## config.mk

```make
export PLATFORM = sky130hd
export DESIGN_NAME = button_event_decoder_flat
export DESIGN_NICKNAME = d
export VERILOG_FILES = /design/src/rtl/button_event_decoder_if.sv /design/src/rtl/button_event_decoder.sv /design/src/flat_wrapper.sv
export SDC_FILE = /design/constraint.sdc
export NUM_CORES = 1
export LEC_CHECK = 0
export ABC_AREA = 1
export CAP_MARGIN = 30
export CELL_PAD_IN_SITES_DETAIL_PLACEMENT = 1
export CELL_PAD_IN_SITES_GLOBAL_PLACEMENT = 1
export CORE_MARGIN = 8
export CORE_UTILIZATION = 43
export DETAILED_ROUTE_END_ITERATION = 10
export PLACE_DENSITY_LB_ADDON = 0.1
export REMOVE_ABC_BUFFERS = 1
export SLEW_MARGIN = 20
export SYNTH_ARGS = -nofsm -noshare
export SYNTH_HDL_FRONTEND = slang
export SYNTH_SLANG_ARGS = --single-unit
export TNS_END_PERCENT = 10
```

## constraint.sdc

```tcl
create_clock -name clk -period 1.9 [get_ports clk]
set_input_delay 0.38 -clock clk [delete_from_list [all_inputs] [get_ports clk]]
set_output_delay 0.38 -clock clk [all_outputs]
set_load 0.005 [all_outputs]
```

## src/rtl/button_event_decoder_if.sv

```systemverilog
// Event delivery handshake between the button decoder and its consumer.
// The producer drives valid/code, and the consumer answers with ready.
interface button_event_decoder_if;
    logic       event_valid;
    logic [1:0] event_code;
    logic       event_ready;

    modport master (
        output event_valid,
        output event_code,
        input  event_ready
    );

    modport slave (
        input  event_valid,
        input  event_code,
        output event_ready
    );
endinterface

```

## src/rtl/button_event_decoder.sv

```systemverilog
// Turns a debounced button level into SHORT/DOUBLE/LONG/REPEAT events.
// Optional auto-repeat while held: define BUTTON_EVENT_AUTOREPEAT_EN.
module button_event_decoder #(
    parameter int G_LONG_PRESS_CYCLES    = 25_000_000,
    parameter int G_DOUBLE_GAP_CYCLES    = 12_500_000,
    parameter int G_REPEAT_PERIOD_CYCLES = 5_000_000
) (
    input  logic clk,
    input  logic reset,
    input  logic din_debounced,
    output logic pressed,
    output logic event_overflow,
    button_event_decoder_if.master ev
);

    localparam int MAX_AB = (G_LONG_PRESS_CYCLES > G_DOUBLE_GAP_CYCLES) ?
                            G_LONG_PRESS_CYCLES : G_DOUBLE_GAP_CYCLES;
    localparam int MAXP = (MAX_AB > G_REPEAT_PERIOD_CYCLES) ?
                          MAX_AB : G_REPEAT_PERIOD_CYCLES;
    localparam int CW = $clog2(MAXP + 1);

    // The entry sample counts as sample 1, so the last compare is N-2.
    localparam logic [CW-1:0] LONG_LAST = CW'(G_LONG_PRESS_CYCLES - 2);
    localparam logic [CW-1:0] GAP_LAST  = CW'(G_DOUBLE_GAP_CYCLES - 2);
    localparam logic [CW-1:0] CNT_MAX   = {CW{1'b1}};
`ifdef BUTTON_EVENT_AUTOREPEAT_EN
    localparam logic [CW-1:0] REP_LAST  = CW'(G_REPEAT_PERIOD_CYCLES - 1);
`endif

    localparam logic [1:0] EV_SHORT  = 2'd0;
    localparam logic [1:0] EV_DOUBLE = 2'd1;
    localparam logic [1:0] EV_LONG   = 2'd2;
`ifdef BUTTON_EVENT_AUTOREPEAT_EN
    localparam logic [1:0] EV_REPEAT = 2'd3;
`endif

    typedef enum logic [2:0] {
        S_IDLE,
        S_PRESS1,
        S_WAIT_GAP,
        S_PRESS2,
        S_LONG_HELD
    } state_t;

    state_t        state_q, state_d;
    logic [CW-1:0] cnt_q, cnt_d;
    logic          din_q;
    logic          valid_q, valid_d;
    logic [1:0]    code_q, code_d;
    logic          ovf_q, ovf_d;

    logic          rise, fall;
    logic          new_ev;
    logic [1:0]    new_code;

    assign rise = din_debounced & ~din_q;
    assign fall = ~din_debounced & din_q;

    always_comb begin
        state_d  = state_q;
        cnt_d    = (cnt_q == CNT_MAX) ? cnt_q : cnt_q + CW'(1);
        new_ev   = 1'b0;
        new_code = EV_SHORT;
        unique case (state_q)
            S_IDLE: begin
                if (rise) begin
                    state_d = S_PRESS1;
                    cnt_d   = '0;
                end
            end
            S_PRESS1: begin
                if (fall) begin
                    state_d = S_WAIT_GAP;
                    cnt_d   = '0;
                end else if (cnt_q == LONG_LAST) begin
                    new_ev   = 1'b1;
                    new_code = EV_LONG;
                    state_d  = S_LONG_HELD;
                    cnt_d    = '0;
                end
            end
            S_WAIT_GAP: begin
                if (rise) begin
                    state_d = S_PRESS2;
                    cnt_d   = '0;
                end else if (cnt_q == GAP_LAST) begin
                    new_ev   = 1'b1;
                    new_code = EV_SHORT;
                    state_d  = S_IDLE;
                    cnt_d    = '0;
                end
            end
            S_PRESS2: begin
                if (fall) begin
                    new_ev   = 1'b1;
                    new_code = EV_DOUBLE;
                    state_d  = S_IDLE;
                    cnt_d    = '0;
                end
            end
            S_LONG_HELD: begin
                if (fall) begin
                    state_d = S_IDLE;
                    cnt_d   = '0;
`ifdef BUTTON_EVENT_AUTOREPEAT_EN
                end else if (cnt_q == REP_LAST) begin
                    new_ev   = 1'b1;
                    new_code = EV_REPEAT;
                    cnt_d    = '0;
`endif
                end
            end
            default: begin
                state_d = S_IDLE;
                cnt_d   = '0;
            end
        endcase
    end

    // Single-entry event slot: a new event never overwrites an unaccepted one.
    always_comb begin
        valid_d = valid_q;
        code_d  = code_q;
        ovf_d   = ovf_q;
        if (new_ev) begin
            if (!valid_q || ev.event_ready) begin
                valid_d = 1'b1;
                code_d  = new_code;
            end else begin
                ovf_d = 1'b1;
            end
        end else if (valid_q && ev.event_ready) begin
            valid_d = 1'b0;
        end
    end

    always_ff @(posedge clk) begin
        if (reset) begin
            state_q <= S_IDLE;
            cnt_q   <= '0;
            din_q   <= 1'b0;
            valid_q <= 1'b0;
            code_q  <= EV_SHORT;
            ovf_q   <= 1'b0;
        end else begin
            state_q <= state_d;
            cnt_q   <= cnt_d;
            din_q   <= din_debounced;
            valid_q <= valid_d;
            code_q  <= code_d;
            ovf_q   <= ovf_d;
        end
    end

    assign pressed        = din_q;
    assign event_overflow = ovf_q;
    assign ev.event_valid = valid_q;
    assign ev.event_code  = code_q;

endmodule

```

## src/flat_wrapper.sv

```systemverilog
// flat-port wrapper written by rule: the top's interface ports become plain ports
module button_event_decoder_flat 
#(
    parameter int G_LONG_PRESS_CYCLES    = 25_000_000,
    parameter int G_DOUBLE_GAP_CYCLES    = 12_500_000,
    parameter int G_REPEAT_PERIOD_CYCLES = 5_000_000
)
  (clk, reset, din_debounced, pressed, event_overflow, ev_event_valid, ev_event_code, ev_event_ready);
  button_event_decoder_if ev_i ();
  input  logic clk;
  input  logic reset;
  input  logic din_debounced;
  output logic pressed;
  output logic event_overflow;
  output wire logic [$bits(ev_i.event_valid)-1:0] ev_event_valid;
  output wire logic [$bits(ev_i.event_code)-1:0] ev_event_code;
  input wire logic [$bits(ev_i.event_ready)-1:0] ev_event_ready;
  assign ev_event_valid = ev_i.event_valid;
  assign ev_event_code = ev_i.event_code;
  assign ev_i.event_ready = ev_event_ready;
  button_event_decoder #(.G_LONG_PRESS_CYCLES(G_LONG_PRESS_CYCLES), .G_DOUBLE_GAP_CYCLES(G_DOUBLE_GAP_CYCLES), .G_REPEAT_PERIOD_CYCLES(G_REPEAT_PERIOD_CYCLES)) u_core (.clk(clk), .reset(reset), .din_debounced(din_debounced), .pressed(pressed), .event_overflow(event_overflow), .ev(ev_i));
endmodule
```

==> results of run 1 <==
area by class of cell:
type | count | area (µm²)
tap | 52 | 65.06
inverter | 34 | 128.9
multi-input combinational | 215 | 1145
clock buffer | 5 | 68.82
sequential | 33 | 661.9
clock inverter | 3 | 65.06
timing repair buffer | 21 | 177.7
fill | 600 | 2072
cells in the mapped netlist, drive strengths merged:
| master | count | area [µm²] |
|---|---|---|
| a21oi | 24 | 157.6 |
| a31oi | 1 | 6.260 |
| buf | 4 | 45.04 |
| clkbuf | 1 | 3.750 |
| clkinv | 1 | 5.000 |
| dfxtp | 33 | 660.6 |
| ha | 2 | 25.02 |
| inv | 33 | 123.9 |
| nand2 | 66 | 265.3 |
| nand3 | 25 | 157.7 |
| nand4 | 4 | 25.02 |
| nor2 | 57 | 226.5 |
| nor3 | 10 | 61.31 |
| nor4 | 1 | 21.27 |
| o21ai | 6 | 30.02 |
| o22ai | 1 | 6.260 |
| or2 | 2 | 12.51 |
| xnor2 | 4 | 35.03 |
| xor2 | 12 | 105.1 |
power by group through the flow:
stage | sequential [W] | combinational (W) | clock, W
3_5_place_dp | 0.000743 | 0.000191 | 0
6_report | 0.000728 | 0.000192 | 0.000807
2_1_floorplan | 0.000737 | 0.000126 | 0
3_3_place_gp | 0.000741 | 0.000186 | 0
4_1_cts | 0.000726 | 0.000193 | 0.000812
5_1_grt | 0.000731 | 0.000216 | 0.000838
metal layers:
metal  wire length, µm  GRT usage
met5                 0          0
met4                68    0.05181
met2              2594     0.2646
met1              2744     0.2093
met3               144    0.02344
critical path, delay by kind of cell, from the launching register on:
kind | cells | cell delay (ns)
simple gates | 4 | 0.61
flops | 1 | 0.40
buf+inv | 2 | 0.33
fa+ha+maj | 1 | 0.21
compound gates | 1 | 0.13
metrics by stage:
step	util	instance area, µm²	hold slack [ns]	setup WS, ns	setup TNS (ns)
2_1_floorplan	-	1924	0.4477	0.1189	0
3_3_place_gp	0.4943	2167	0.4559	0.03674	0
3_5_place_dp	0.4943	2167	0.4667	-0.002415	-0.002415
4_1_cts	0.5248	2301	0.4771	0.01938	0
5_1_grt	0.5274	2312	0.5028	0.008499	0
6_report	0.5274	2312	0.4749	0.1565	0
flip-flops by register name, indices dropped and copies added (netlist names):
| name | flops |
|---|---|
| u_core.ev.event_code | 2 |
| u_core.event_overflow | 1 |
| u_core.ev.event_valid | 1 |
| u_core.state_q | 3 |
| u_core.pressed | 1 |
| u_core.cnt_q | 25 |
cell families after synthesis:
kind of cell    share of synthesized area
xor+xnor                          0.07102
buf+inv                           0.09004
simple gates                       0.3900
compound gates                     0.1015
fa+ha+maj                         0.01268
flops                              0.3348
final timing paths:
check | slack (ns) | cells after the start | endpoint
worst max register to register | 0.16 | 8 | u_core.cnt_q[17]
worst max-delay path | 0.16 | 8 | u_core.cnt_q[17]
worst min-delay path | 0.47 | 2 | u_core.ev.event_code[0]
worst min register to register | 0.47 | 2 | u_core.ev.event_code[0]
placed cells by master, fill, tap and decap left out, drive strengths merged:
master	n
xnor2	4
nand2	66
clkdlybuf4s50	8
dfxtp	33
nand3	25
clkinv	2
nor2	57
bufinv	2
a31oi	1
nor3	10
nand4	4
xor2	12
or2	2
nor4	1
o22ai	1
a21oi	24
inv	33
ha	2
o21ai	6
clkbuf	5
buf	13
==> impl_metrics.tcl, run 1 <==
set metrics [dict create \
    cpPeakStageDelay_ns 0.40 \
    dr_total_vias 1846 \
    cts_max_level 2 \
    fin_crit_sh 0.9176 \
    grt_pass1_wl_mm 9.342 \
    yosys_warnings 0 \
    die_h_um 83.74 \
    period_needed_ns 1.744 \
    antenna_found_initial 0 \
    p_int_w 0.001299 \
    hold_viol 0 \
    cts_tree "done" \
    rows 24 \
    startpoint "u_core.cnt_q[1]" \
    synth_cell_types 29 \
    placeableCoreArea_mm2 0.004384 \
    clkLatencyLatePin_ns 0.29 \
    netlist_area_mm2 0.001973 \
    fmax_mhz 573.6 \
    min-delay-path-class "reg2reg" \
    via_per_inst 5.085 \
    netSwitchingFraction 0.2477 \
    ctsHoldBuffers 0 \
    finalNonFillerCells 363 \
    setup_viol 0 \
    grt.total_usage 0.1613 \
    initialDrtViolationCount 137 \
    placed_cells 355 \
    area_growth_pct 17.18 \
    portBuffers 8 \
    ios 9 \
    dp_hpwl_mm 4.338 \
    leakagePower_nw 0.8872 \
    routed_wl_mm 5.552 \
    status "complete, no violations" \
    cp_max_fo 10 \
    start_util 0.4501 \
    antenna_cells 0 \
    gr-total-overflow 0 \
    detail-route-antenna-nets 0 \
    cts_buffers 5 \
    grt_start_max_net_pins 12 \
    rsz0062_at_grt "no" \
    die_w_um 83.74 \
    reg2reg_from "u_core.cnt_q[1]" \
    crit_path_start_kind "flop" \
    yosysSeqAreaShare 0.3348 \
    path_class "reg2reg" \
    finish.net_count 316 \
    dr.pass1.iters 4 \
    slew_viol_final 0 \
    path_clk_slew_ns 0.07 \
    die_area_mm2 0.007012 \
    clockBufferDepth 2 \
    gp_congestion 0.8729 \
    clock_sinks 33 \
    total_power_w 0.001727 \
    syn_avg_cell_area_um2 6.875 \
    p_sw_w 0.0004277 \
    route.detailed.drc 0 \
    p_per_area_mw_per_mm2 746.8 \
    pwr-share-clk 0.467 \
    hp-start "u_core.ev.event_code[0]" \
    maxCapViolCount 0 \
    ir_worst_vdd_uv 457.8 \
    crit_chain "ha_1 > nand3_2 > clkinv_2 > nand2_2 > nor3_4 > nand3_4 > buf_4 > a21oi_1" \
    grt_pass1_vias 1961 \
    drive_above_1_share 0.1736 \
    cpMaxStageDelayCell "dfxtp_1" \
    fin_worst_skew_ns 0.005329 \
    p_seq_frac 0.422 \
    critPathArrivalTime_ns 1.97 \
    syn_inst 287 \
    cts_resized 0 \
    post_cts_buffers 0 \
    max_slew_margin 0.7707 \
    p_comb_frac 0.111 \
    wire_per_inst_um 15.29 \
    root_buffer "clkbuf_8" \
    worst_slew_pin_slew_ns 0.3414 \
    cp.required_ns 2.13 \
    ys_ff_latch 33 \
    end_kind "flop" \
]
No activity file was read; power rests on OpenSTA's default activity.
==> inputs of run 2 (changes only) <==
--- a/config.mk
+++ b/config.mk
@@ -14,6 +14,7 @@
 export DETAILED_ROUTE_END_ITERATION = 10
 export PLACE_DENSITY_LB_ADDON = 0.1
 export REMOVE_ABC_BUFFERS = 1
+export SETUP_SLACK_MARGIN = 0.15
 export SLEW_MARGIN = 20
 export SYNTH_ARGS = -nofsm -noshare
 export SYNTH_HDL_FRONTEND = slang
==> run 2 against run 1 <==
Fmax grew 1.8%; clock power about the same; die area stayed put; hold slack got worse by 0.0013 ns.
==> impl_metrics.tcl, run 2 (same netlist as run 1, synthesis figures left out) <==
set metrics [dict create \
    status "complete, no violations" \
    min-delay-path-class "reg2reg" \
    detail-route-antenna-nets 0 \
    worst-path-buf-inv 3 \
    via_per_inst 5.161 \
    dr.pass1.iters 4 \
    finish.net_count 325 \
    path_clk_slew_ns 0.07 \
    p_per_area_mw_per_mm2 721.9 \
    regMostFlops "u_core.cnt_q" \
    placeableCoreArea_mm2 0.004384 \
    crit_path_start_kind "flop" \
    critPathArrivalTime_ns 1.94 \
    fin_worst_skew_ns 0.005699 \
    maxCapViolCount 0 \
    hp-start "u_core.ev.event_code[0]" \
    rsz0062_at_grt "yes" \
    whs_ns 0.4735 \
    wire_per_inst_um 15.86 \
    start_util 0.4501 \
    cp_max_fo 6 \
    crit_chain "ha_4 > nand3_4 > inv_4 > nand2_2 > nor3_4 > nand3_4 > buf_6 > buf_4 > a21oi_2" \
    final_cell_mix "60 x nand2_1, 50 x nor2_1, 32 x inv_1, 25 x dfxtp_1, 19 x nand3_1" \
    clock_sinks 33 \
    hold_viol 0 \
    reg2reg_from "u_core.cnt_q[0]" \
    startpoint "u_core.cnt_q[0]" \
    grt_pass1_vias 1970 \
    routed_wl_mm 5.899 \
    die_w_um 83.74 \
    clockBufferDepth 2 \
    cts_max_level 2 \
    cts_buffers 5 \
    pre_cts_ws_ns -0.002415 \
    dp_hpwl_mm 4.338 \
    ff_latch_area_um2 675.6 \
    drive_above_1_share 0.2344 \
    dr_total_vias 1920 \
    cts_tree "done" \
    grt_pass1_wl_mm 9.390 \
    ctsHoldBuffers 0 \
    antenna_cells 0 \
    clkLatencyLatePin_ns 0.29 \
    cpMaxStageDelayCell "dfxtp_4" \
    ios 9 \
    n_fill_cell 586 \
    antenna_found_initial 0 \
    largest_register_ffs 25 \
    period_needed_ns 1.713 \
    die_h_um 83.74 \
    utilization 0.5622 \
    gr-total-overflow 0 \
    area_growth_pct 24.92 \
    multiInputGateArea_mm2 0.001194 \
    fin_crit_sh 0.9016 \
    root_buffer "clkbuf_8" \
    path_common_cell "nand3_4" \
    layout_commonest_cell "nand2_1" \
    slew_viol_final 0 \
    grt.total_usage 0.1625 \
    fin_ws_ns 0.1870 \
    fmax_mhz 583.8 \
    worst_slew_pin_slew_ns 0.4203 \
    rows 24 \
    end_kind "flop" \
    leakagePower_nw 0.9439 \
    cp.required_ns 2.13 \
    route.detailed.drc 0 \
    grt_start_max_net_pins 12 \
    die_area_mm2 0.007012 \
    gp_congestion 0.8729 \
    crit_family "simple AND/OR/NAND/NOR gates" \
    portBuffers 8 \
    path_class "reg2reg" \
    max_slew_margin 0.7188 \
    setup_viol 0 \
    initialDrtViolationCount 86 \
    cpPeakStageDelay_ns 0.39 \
    ir_worst_vdd_uv 458.5 \
]
==> run 2: cell types whose count changed in the layout (fill, tap and decap cells not counted), sizes merged <==
cell | before | now
inv | 33 | 34
buf | 13 | 22
clkinv | 2 | 1
==> run 2: metrics by stage <==
stage                     power (W)  setup TNS (ns)  area, µm²  instances
final                      0.001779               0       2465        372
after global routing       0.001842               0       2465        372
after floorplan           0.0008633               0       1924        282
after global placement    0.0009274               0       2167        355
after CTS                  0.001741               0       2327        364
after detailed placement  0.0009342       -0.002415       2167        355
==> run 2: what timing repair did <==
item / CTS / global route
endpoints found under the setup margin: 23 / 29
setup buffers: 1 / 8
resized for setup: 4 / 28
pin swaps: 1 / 7
==> run 2: final cells by class <==
cell class                 instances  area share
clock buffer                       5     0.02792
clock inverter                     3     0.02640
inverter                          34     0.05381
multi-input combinational        215      0.4843
sequential                        33      0.2741
tap                               52     0.02640
timing repair buffer              30      0.1071
==> run 2: path summary, 6_finish.rpt <==
check / endpoint / cells after the start / slack (ns)
hold / removal: u_core.ev.event_code[0] / 2 / 0.47
setup / recovery: u_core.cnt_q[8] / 9 / 0.19
hold reg to reg: u_core.ev.event_code[0] / 2 / 0.47
setup reg to reg: u_core.cnt_q[8] / 9 / 0.19
==> run 2: report_power, final <==
group          total, W  leakage (nW)  switching, W  internal (W)
Combinational  0.000236         0.605      0.000137     0.0000995
Clock          0.000807        0.0681      0.000286      0.000521
Sequential     0.000736         0.271     0.0000256      0.000711
Total           0.00178         0.944      0.000448       0.00133
==> run 2: per-layer routing <==
metal	wire [µm]	up-vias	GRT usage	part of all wire
met1	2869	920	0.2098	0.49
met3	134	7	0.02344	0.023
li1	-	971	-	-
met5	0	-	0	0
met4	69	0	0.05181	0.012
met2	2825	22	0.2681	0.48
==> run 2: tightest hold or removal path, stage by stage, from the launching register on <==
cell and delay (ns):
dfxtp_1 0.31, nand2_1 0.06, a21oi_1 0.05
==> inputs of run 3 (changes only) <==
--- a/config.mk
+++ b/config.mk
@@ -10,7 +10,7 @@
 export CELL_PAD_IN_SITES_DETAIL_PLACEMENT = 1
 export CELL_PAD_IN_SITES_GLOBAL_PLACEMENT = 1
 export CORE_MARGIN = 8
-export CORE_UTILIZATION = 43
+export CORE_UTILIZATION = 35
 export DETAILED_ROUTE_END_ITERATION = 10
 export PLACE_DENSITY_LB_ADDON = 0.1
 export REMOVE_ABC_BUFFERS = 1
==> run 3 against run 2 <==
Clock skew fell by 0.0020 ns; hold slack improved by 0.0075 ns; via count decreased by 4.3%; non-clock buffer count shrank 7; fmax rose by 2.4%; cell area is 2.0% lower; setup slack better by 0.040 ns; power decreased by 14%; critical path depth stayed put; sequential share of layout area grew 0.40 points; sequential power shrank 0.7%; first-iteration DRC count fell by 33%; critical endpoint is now u_core.cnt_q[0]; largest power group is now registers.
==> impl_metrics.tcl, run 3 (same netlist as run 1, synthesis figures left out) <==
set metrics [dict create \
    area_growth_pct 22.45 \
    max_slew_margin 0.6928 \
    slew_viol_final 0 \
    fin_worst_skew_ns 0.003666 \
    layout_commonest_cell "nand2_1" \
    end_kind "flop" \
    placed_area_mm2 0.002195 \
    die_h_um 91.09 \
    utilization 0.4415 \
    die_w_um 91.09 \
    p_per_area_mw_per_mm2 634.0 \
    rsz0062_at_grt "yes" \
    gp_congestion 0.8398 \
    cp.required_ns 2.08 \
    hold_viol 0 \
    antenna_cells 0 \
    cts_tree "done" \
    fin_crit_sh 0.8807 \
    crit_path_start_kind "flop" \
    path_clk_slew_ns 0.07 \
    holdPathStages 2 \
    portBuffers 8 \
    largest_register_ffs 25 \
    finish.net_count 318 \
    grt.total_usage 0.1403 \
    gr-total-overflow 0 \
    via_per_inst 4.784 \
    clock_sinks 33 \
    dr_total_vias 1837 \
    pre_cts_ws_ns -0.06255 \
    grt_start_max_net_pins 19 \
    drive_above_1_share 0.2147 \
    dp_hpwl_mm 4.331 \
    fmax_mhz 597.6 \
    clkLatencyLatePin_ns 0.28 \
    status "complete, no violations" \
    route.detailed.drc 0 \
    period_needed_ns 1.673 \
    start_util 0.3605 \
    rr_worst_depth 9 \
    min-delay-path-class "reg2reg" \
    grt_pass1_vias 1904 \
    clockBufferDepth 2 \
    ios 9 \
    dr.pass1.iters 4 \
    leakagePower_nw 0.9018 \
    setup_viol 0 \
    worst_slew_pin_slew_ns 0.4591 \
    final_area_mm2 0.002416 \
    detail-route-antenna-nets 0 \
    ir_worst_vdd_uv 319.3 \
    rows 27 \
    cp_max_fo 18 \
    fin_ws_ns 0.2267 \
    wire_per_inst_um 14.46 \
    initialDrtViolationCount 58 \
    maxCapViolCount 0 \
    root_buffer "clkbuf_8" \
    routed_wl_mm 5.551 \
    placeableCoreArea_mm2 0.005473 \
    antenna_found_initial 0 \
    critPathArrivalTime_ns 1.85 \
    grt_pass1_wl_mm 9.397 \
    cts_max_level 2 \
    path_class "reg2reg" \
    cts_buffers 5 \
    die_area_mm2 0.008296 \
    regMostFlops "u_core.cnt_q" \
    final_cell_mix "59 x nand2_1, 49 x nor2_1, 32 x inv_1, 26 x dfxtp_1, 20 x nand3_1" \
]
[run 3: cell count changes in the layout (fill, tap and decap cells not counted), sizes merged]
cell | before | now
bufinv | 2 | 0
inv | 34 | 33
clkbuf | 5 | 8
buf | 22 | 14
[run 3: power breakdown]
group | internal, W | switching (W)
sequential | 0.000711 | 0.0000200
clock | 0.000287 | 0.000249
combinational | 0.000120 | 0.000145
total | 0.00112 | 0.000414
[run 3: area by class of cell]
cell class / instances / area, µm²
clock buffers: 7 / 86.33
fillers: 715 / 3057
inverters: 34 / 131.4
multi-input cells: 215 / 1194
flip-flops and latches: 33 / 671.9
well taps: 72 / 90.09
repair buffers: 23 / 242.7
[run 3: stage by stage]
| stage | total power, W | std cells | setup TNS [ns] | hold WS [ns] |
|---|---|---|---|---|
| floorplan | 0.0008633 | 282 | 0 | 0.4477 |
| global placement | 0.0009434 | 372 | 0 | 0.4508 |
| detailed placement | 0.0009452 | 372 | -0.06800 | 0.4661 |
| CTS | 0.001503 | 380 | 0 | 0.4858 |
| global route | 0.001614 | 384 | 0 | 0.5161 |
| finish | 0.001532 | 384 | 0 | 0.4811 |
[run 3: routing by layer]
| metal | track usage | share of wire | vias to the layer above |
|---|---|---|---|
| met2 | 0.2461 | 0.50 | 14 |
| met5 | 0 | 0 | - |
| li1 | - | - | 961 |
| met1 | 0.1663 | 0.47 | 854 |
| met4 | 0.04502 | 0.013 | 0 |
| met3 | 0.02881 | 0.020 | 8 |
[run 3: worst paths after layout]
kind                               from               endpoint  slack, ns
hold reg to reg   u_core.event_overflow  u_core.event_overflow       0.48
setup reg to reg        u_core.cnt_q[1]        u_core.cnt_q[0]       0.23
hold / removal    u_core.event_overflow  u_core.event_overflow       0.48
setup / recovery        u_core.cnt_q[1]        u_core.cnt_q[0]       0.23
[run 3: worst max-delay path, cell delays in order, from the launching register on]
cell and delay, ns:
dfxtp_2 0.38, ha_1 0.20, nand3_2 0.11, clkinv_2 0.08
nand2_2 0.07, nor3_4 0.17, nand3_2 0.15, buf_12 0.20
xor2_1 0.16, nor2_2 0.04
[run 3: timing repair]
| item | in CTS | in global routing |
|---|---|---|
| cloned | 0 | 1 |
| setup buffers | 1 | 3 |
| hold endpoints to repair | 0 | 0 |
| resized for setup | 6 | 20 |
| setup endpoints to repair | 23 | 27 |
| pin swaps | 1 | 5 |
| hold buffers | 0 | 0 |
